## config.mk

```make
export PLATFORM = sky130hd
export DESIGN_NAME = seq_chk_chan
export DESIGN_NICKNAME = d
export VERILOG_FILES = /design/src/rtl/seq_chk_pkg.sv /design/src/rtl/seq_chk_chan.sv
export SDC_FILE = /design/constraint.sdc
export NUM_CORES = 1
export LEC_CHECK = 0
export BUFFER_PORTS_ARGS = -buffer_cell sky130_fd_sc_hd__buf_2
export CORE_AREA = 5 5 42 44
export CTS_CLUSTER_DIAMETER = 100
export CTS_CLUSTER_SIZE = 12
export DETAILED_ROUTE_END_ITERATION = 10
export DIE_AREA = 0 0 47 49
export SETUP_SLACK_MARGIN = 0.02
export SYNTH_ARGS = -nofsm -noshare
export SYNTH_HDL_FRONTEND = slang
export SYNTH_SLANG_ARGS = --single-unit
```

## constraint.sdc

```tcl
create_clock -name clk -period 5.3 [get_ports clk]
set_clock_uncertainty 0.2 [all_clocks]
set_input_delay 1.06 -clock clk [delete_from_list [all_inputs] [get_ports clk]]
set_output_delay 1.06 -clock clk [all_outputs]
set_load 0.1 [all_outputs]
```

## src/rtl/seq_chk_pkg.sv

```systemverilog
// Shared types and helpers for the multi-channel trigger/response checker.
// Holds channel state/mode enums and a 32-bit popcount used by the error counter.
package seq_chk_pkg;

  typedef enum logic {IDLE, WAIT} chk_state_t;

  typedef enum logic {MODE_EXACT, MODE_WINDOW} chk_mode_t;

  localparam int unsigned PC_W = 6;

  function automatic logic [PC_W-1:0] popcount(
    input logic [31:0] v
  );
    logic [PC_W-1:0] n;
    n = '0;
    for (int i = 0; i < 32; i++)
      n = n + {{(PC_W-1){1'b0}}, v[i]};
    return n;
  endfunction

endpackage

```

## src/rtl/seq_chk_chan.sv

```systemverilog
// One checker channel: rise detect, IDLE/WAIT FSM, delay counter, optional parity.
// Ports: clk, rst_ (sync, active-high), cfg_delay, cfg_mode, trig, resp,
//   [data, parity, par_err when SEQ_CHK_PARITY_EN], busy, err_det (comb), err_pulse (reg).
module seq_chk_chan
  import seq_chk_pkg::*;
#(
  parameter int DLY_W = 4
`ifdef SEQ_CHK_PARITY_EN
  ,
  parameter int DATA_W = 32
`endif
) (
  input  logic             clk,
  input  logic             rst_,
  input  logic [DLY_W-1:0] cfg_delay,
  input  logic             cfg_mode,
  input  logic             trig,
  input  logic             resp,
`ifdef SEQ_CHK_PARITY_EN
  input  logic [DATA_W-1:0] data,
  input  logic              parity,
  output logic              par_err,
`endif
  output logic             busy,
  output logic             err_det,
  output logic             err_pulse
);

  chk_state_t       state, state_n;
  chk_mode_t        mode, mode_n;
  logic [DLY_W-1:0] cnt, cnt_n;
  logic             trig_q;
  logic             rise;
  logic             pass;
  logic             fail;
  logic             ovl;
  logic             perr;

  assign rise = trig & ~trig_q;
  assign busy = (state == WAIT);

  always_comb begin
    state_n = state;
    mode_n  = mode;
    cnt_n   = cnt;
    pass    = 1'b0;
    fail    = 1'b0;
    ovl     = 1'b0;
    unique case (state)
      IDLE: begin
        if (rise) begin
          mode_n = chk_mode_t'(cfg_mode);
          if (cfg_delay == '0) begin
            pass = resp;
            fail = ~resp;
          end else if (cfg_mode && resp) begin
            pass = 1'b1;
          end else begin
            state_n = WAIT;
            cnt_n   = cfg_delay - 1'b1;
          end
        end
      end
      WAIT: begin
        // A second rise is flagged and dropped; the in-flight check goes on.
        ovl = rise;
        if (mode == MODE_WINDOW && resp) begin
          pass    = 1'b1;
          state_n = IDLE;
        end else if (cnt == '0) begin
          pass    = resp;
          fail    = ~resp;
          state_n = IDLE;
        end else begin
          cnt_n = cnt - 1'b1;
        end
      end
      default: state_n = IDLE;
    endcase
  end

`ifdef SEQ_CHK_PARITY_EN
  assign perr = pass & (^data ^ parity);
`else
  assign perr = 1'b0;
`endif

  assign err_det = fail | ovl | perr;

  always_ff @(posedge clk) begin
    if (rst_) begin
      state     <= IDLE;
      mode      <= MODE_EXACT;
      cnt       <= '0;
      trig_q    <= 1'b1;
      err_pulse <= 1'b0;
`ifdef SEQ_CHK_PARITY_EN
      par_err   <= 1'b0;
`endif
    end else begin
      state     <= state_n;
      mode      <= mode_n;
      cnt       <= cnt_n;
      trig_q    <= trig;
      err_pulse <= err_det;
`ifdef SEQ_CHK_PARITY_EN
      par_err   <= perr;
`endif
    end
  end

endmodule

```

==> metrics, run 1 <==
run status=finished clean; standard-cell rows=14; DR pass1 iterations=2; Critical Path Source Type=input pin; Placed Area=between 500 and 600 µm²; Ys Warns=0; Num CTS Buffers=3; nets@finish=roughly 70; post-synthesis net count=slightly below 60; die height=about 49 µm; slew margin rel.=roughly two thirds; Peak Freq=between 0.2 and 0.3 GHz; Worst Path Required=~4000 ps; commonest cells in the netlist=dfxtp_1, mux2i_1, a21oi_1, nand2_1, nor2_1; Max FO, Critical Path=3; PortBufs=11; post-CTS resize count=0; Post-CTS Repair Setup Buffers=0; Pleak=0.223 nW; Die Area=approximately 2300 µm²; syn_area_per_cell=approximately 9.2 µm²; cell-internal power=around 0.0001 W; CTS tree=done; drt total wl=approximately 920 µm; Congestion Overflow GR=0; hold buffer count at cts=0; type of the worst setup path=input pin to output pin; setup tns final=0 ps; Clk Tree Root Cell=clkbuf_4; antenna viol nets, final=0; Starting Density=a little under a third; DRT iter0 DRCs=4; Hold Crit Class=flop to flop; Mapped Area=442 µm²; Crit path top cell by count=buf_2; Sw Ratio=26.9%; vias in the first global route=approximately 360; Main synth FF type=dfxtp_1; DRC viols=0; minimum clock period=3670 ps; count leader, synth=dfxtp_1; largest net degree at the start of global routing=11; layout filler cell count=approximately 150; CTS sink count=8; Ant. Diodes=0; area added between synthesis and finish=20.1%; Synth area leaders=dfxtp_1, mux2i_1, or4_4, a32oi_2, a21oi_1; endpoint class of the critical path=output pin; core area=approximately 1400 µm²; fin crit share=between 60 and 70%; fin. max-slew vios=0; Async SR Flop Fraction=0%; Netlist cell types=26; # IOs=12; #FFs+latches synth=8; peak supply drop=just over 0.09 mV; first-pass GRT wire length=around 1500 µm; Clk Latency, worst-skew pair=approximately 260 ps; clock slew at reported path FFs=about 60 ps; Final Hold Fails=0; Finished Cell Area=around 530 µm²; Cell Chain, Critical Path=buf_2 -> or4_4 -> nor3_1 -> a21o_1 -> buf_2; Pwr per Cell Area=253 nW/µm²; Slew @ Worst Pin=between 400 and 500 ps; chip width=approximately 47 µm; Worst EP arrival=around 2400 ps; top cell type's share of synthesized area=between 30% and 40%; clock buffer depth=2; unrepaired setup endpoints after global routing=no; initial antenna violation count=0; combinational share of power=16.4%; hpwl dp=about 700 µm; Syn Inst Count=48; Yosys top cell by area=dfxtp_1; CP max-delay cell=or4_4; RD Place Congestion=0.728; share of layout cells above drive strength 1=33.3%; Sw Pwr=0.0000361 W; via/cell ratio=5.13; Buf+Inv Stages, Crit Path=2; number of synthesized flops with an enable pin=0; sequential share of power=~48%; H-tree levels=1; delay-heaviest family, CP=simple AND/OR/NAND/NOR gates; Vias=390; Tot GR Track Use=approximately a tenth; register area share after synthesis=between 30% and 40%; CP max stage delay=around 550 ps; DR WL/cell=~12 µm; Setup Viol. Count Final=0; maxcap violations=0; Clock power frac=between 30 and 40%
layout make-up:
type | instances | area [µm²] | area share, %
Multi-Input combinational cell | 38 | 273 | 51.4
Clock buffer | 3 | 22.5 | 4.25
Timing Repair Buffer | 11 | 55.1 | 10.4
Sequential cell | 8 | 160 | 30.2
Tap cell | 16 | 20.0 | 3.77
path summary, 6_finish.rpt:
check	from	end	slack, ps	depth (start not counted)
min reg2reg	mode	mode	280	2
max	cfg_delay[1]	err_det	1630	5
min	mode	mode	280	2
max reg2reg	cnt[2]	cnt[0]	3510	4
sequential cells by signal (all words and copies together), names as in the netlist:
name       cells
cnt            4
busy           1
err_pulse      1
mode           1
trig_q         1
through the flow:
stage / cells / worst slack (ps) / hold slack, ps / power (W) / util (%)
floorplan: 48 / 1640 / 251 / 0.0000812 / -
global placement: 73 / 1640 / 264 / 0.0000875 / 36.3
detailed placement: 73 / 1620 / 274 / 0.0000878 / 36.3
CTS: 76 / 1620 / 284 / 0.000137 / 37.9
global route: 76 / 1530 / 292 / 0.000143 / 37.9
finish: 76 / 1630 / 278 / 0.000134 / 37.9
power by group through the flow:
stage	Clock (W)	Sequential [W]	Combinational, W
after floorplan	0	0.0000671	0.0000141
after global placement	0	0.0000658	0.0000218
after detailed placement	0	0.0000658	0.0000220
after CTS	0.0000505	0.0000645	0.0000222
after global routing	0.0000538	0.0000648	0.0000244
final	0.0000476	0.0000645	0.0000219
tightest hold or removal path, delay by kind of cell, from the launching register on:
kind / cells / cell delay (ps)
flip-flops: 1 / 300
AO/OA/AOI/OAI: 2 / 120
placed cells by master, fill, tap and decap left out:
cell type  netlist  routed
nand3_1          2       2
mux2i_1          5       5
buf_2            1      11
a21oi_1          3       3
nor3_1           2       2
or2_1            1       1
a32oi_2          1       1
nor3b_1          1       1
o31a_2           1       1
nand2b_1         1       1
nor2b_1          1       1
nand3b_1         1       1
a21boi_0         2       2
or4_4            2       2
nor3b_2          1       1
a21o_1           1       1
o21ai_1          1       1
o21ai_0          2       2
and2b_1          1       1
or2_2            1       1
clkbuf_4         0       3
nand2_1          3       3
dfxtp_1          8       8
nor2_1           3       3
ha_1             1       1
o22ai_1          1       1
metal layers:
layer,track usage [%],routed length (µm)
met4,6.91,27
met2,10.9,328
met3,5.54,103
met5,0,0
met1,12.1,459
kinds of logic after synthesis:
logic type,Yosys count,synth area share (%)
and+or+nand+nor,20,28.3
adders and majority gates,1,2.83
DFF,8,36.3
muxes,5,11.3
buffers and inverters,2,1.98
AOI/OAI and AO/OA,12,19.3
Note: power is estimated with default switching activity, not from simulation.
==> run 2: changes to the inputs <==
ABC_AREA = 1   (was not set)
clock period = 3 ns   (was 5.3 ns; I/O delays follow)
==> run 2 against run 1 <==
Net effect: sequential share of layout area shrank 3.0 points; hold slack gained 42 ps; register-to-register slack lost 2100 ps; clock power is 71% higher; via count up 23%; total power rose by 85%; setup slack lost 1000 ps; die area stayed put; routed wire length rose by 9.9%; critical path depth grew 2; combinational power rose by 130%; critical path type unchanged.
==> metrics, run 2 <==
Finished Cell Area=589 µm² (+11%); commonest cells in the netlist=nand2_1, inv_1, nor2_1, dfxtp_1; endpoint class of the critical path=output pin; commonest non-fill, non-tap cell in the layout=nand2_1; GR Util met3=4.43% (-1.1 points); Netlist cell types=18 (-31%); standard-cell rows=14 (unchanged); Async SR Flop Fraction=0% (unchanged); register area share after synthesis=32.6% (-3.7 points); largest net degree at the start of global routing=10 (-1); core area=1400 µm² (unchanged); global routing usage on met1=13.1% (+0.97 points); Clk Latency, worst-skew pair=250 ps (about the same); area added between synthesis and finish=19.8%; commonest cells after routing, fill and taps aside=nand2_1, buf_2, inv_1, nor2_1, dfxtp_1; nets@finish=103 (+43%); RD Place Congestion=0.785 (+7.8%); Largest Register=cnt; setup tns final=0 ps (unchanged); Critical Path Source Type=input pin; clock slew at reported path FFs=60 ps (about the same); unrepaired setup endpoints after global routing=no; run status=finished clean; Vias=481 (+23%); DRC viols=0 (unchanged); Main synth FF type=dfxtp_1; Worst Path Required=2200 ps (-1840 ps); Setup Viol. Count Final=0 (unchanged); Worst EP arrival=1600 ps (-810 ps); first-pass GRT wire length=1700 µm (+14%); DR WL/cell=9.44 µm (-22%); CTS tree=done; DR pass1 iterations=4 (+2); fin. max-slew vios=0 (unchanged); #FFs+latches synth=8 (unchanged); Pleak=0.343 nW (+54%); hpwl dp=840 µm (+20%); Clk Tree Root Cell=clkbuf_4; max reg flops=4 (unchanged); syn_area_per_cell=6.39 µm² (-31%); Starting Density=35.1% (+3.6 points); PortBufs=11 (unchanged); GR met2 Demand/Resource=14.0% (+3.2 points); hold_ws=320 ps (+41.5 ps); Yosys top cell by area=dfxtp_1; Congestion Overflow GR=0 (unchanged); drt total wl=1010 µm (+9.9%); die height=49 µm (unchanged); # IOs=12 (unchanged); initial antenna violation count=0 (unchanged); CTS sink count=8 (unchanged); via/cell ratio=4.50 (-12%); Post-Route Utilization=42.1% (+4.2 points); Post-CTS Repair Setup Buffers=0 (unchanged); clock buffer depth=2 (unchanged); GRT Max-Usage Layer=met2; Mapped Area=492 µm² (+11%); Ys Warns=0 (unchanged); antenna viol nets, final=0 (unchanged); count leader, synth=nand2_1; Final Hold Fails=0 (unchanged); Ant. Diodes=0 (unchanged); share of layout cells above drive strength 1=25.3% (-8.1 points); chip width=47 µm (unchanged); peak supply drop=0.204 mV (+120%); minimum clock period=~2400 ps; Placed Cells=104 (+42%); Num CTS Buffers=3 (unchanged); Peak Freq=0.416 GHz; top cell type's share of synthesized area=32.6% (-3.7 points); number of synthesized flops with an enable pin=0 (unchanged); Hold Crit Class=flop to flop; Synth area leaders=dfxtp_1, nand2_1, inv_1, nor2_1, a21oi_1; slew margin rel.=67.8% (about the same); Placed Area=567 µm² (+12%); type of the worst setup path=input pin to output pin; vias in the first global route=421 (+18%); Pwr per Cell Area=420 nW/µm² (+66%); post-synthesis net count=87 (+50%); DRT iter0 DRCs=7 (+3); worst reg2reg path depth=8 (+4); final cell count without fillers=107 (+41%); Syn Inst Count=77 (+60%); post-CTS resize count=0 (unchanged); fin crit share=roughly 80%; Slew @ Worst Pin=487 ps (+0.771 ps); H-tree levels=1 (unchanged); Max FO, Critical Path=2 (-1); hold path cells=2 (unchanged); maxcap violations=0 (unchanged); Tot GR Track Use=10.2% (+0.87 points); hold buffer count at cts=0 (unchanged); Die Area=2300 µm² (unchanged)
[run 2: path summary, 6_finish.rpt]
| kind | from | to | slack (ps) |
|---|---|---|---|
| setup / recovery | cfg_delay[1] | err_det | 600 |
| hold / removal | mode | mode | 320 |
| setup reg to reg | busy | cnt[2] | 1400 |
| hold reg to reg | mode | mode | 320 |
[run 2: cell type report]
class                           count  area [µm²]
Clock buffer                        3        22.5
Fill cell                         162         812
Inverter                           12        45.0
Multi-Input combinational cell     57         287
Sequential cell                     8         160
Tap cell                           16        20.0
Timing Repair Buffer               11        55.1
[run 2: through the flow]
| step | setup WS, ps | power [W] |
|---|---|---|
| after global routing | 503 | 0.000267 |
| after floorplan | 190 | 0.000154 |
| after CTS | 578 | 0.000253 |
| after detailed placement | 584 | 0.000168 |
| final | 598 | 0.000248 |
| after global placement | 572 | 0.000168 |
[run 2: metal layers]
metal  up-vias  routed length [µm]  share of wire (%)
met3         4                  40                4.0
met5         -                   0                  0
li1        268                   -                  -
met1       205                 474                 47
met2         4                 478                 47
met4         0                  17                1.7
[run 2: cell families after synthesis]
| family | after synthesis | synth area share (%) |
|---|---|---|
| compound gates | 9 | 12.0 |
| fa+ha+maj | 1 | 2.54 |
| buf+inv | 12 | 9.16 |
| flops | 8 | 32.6 |
| simple gates | 47 | 43.8 |
[run 2: critical path, cell delays in order]
cell     delay [ps]
buf_2           100
nor2_1          110
nand2_1          90
o21ai_0         150
nand2_1          80
inv_1            50
buf_2           410
[run 2: power by group]
| part | total, W | internal, W | switching [W] |
|---|---|---|---|
| registers | 0.000115 | 0.000112 | 0.00000301 |
| clock network | 0.0000816 | 0.0000457 | 0.0000359 |
| logic | 0.0000514 | 0.0000188 | 0.0000325 |
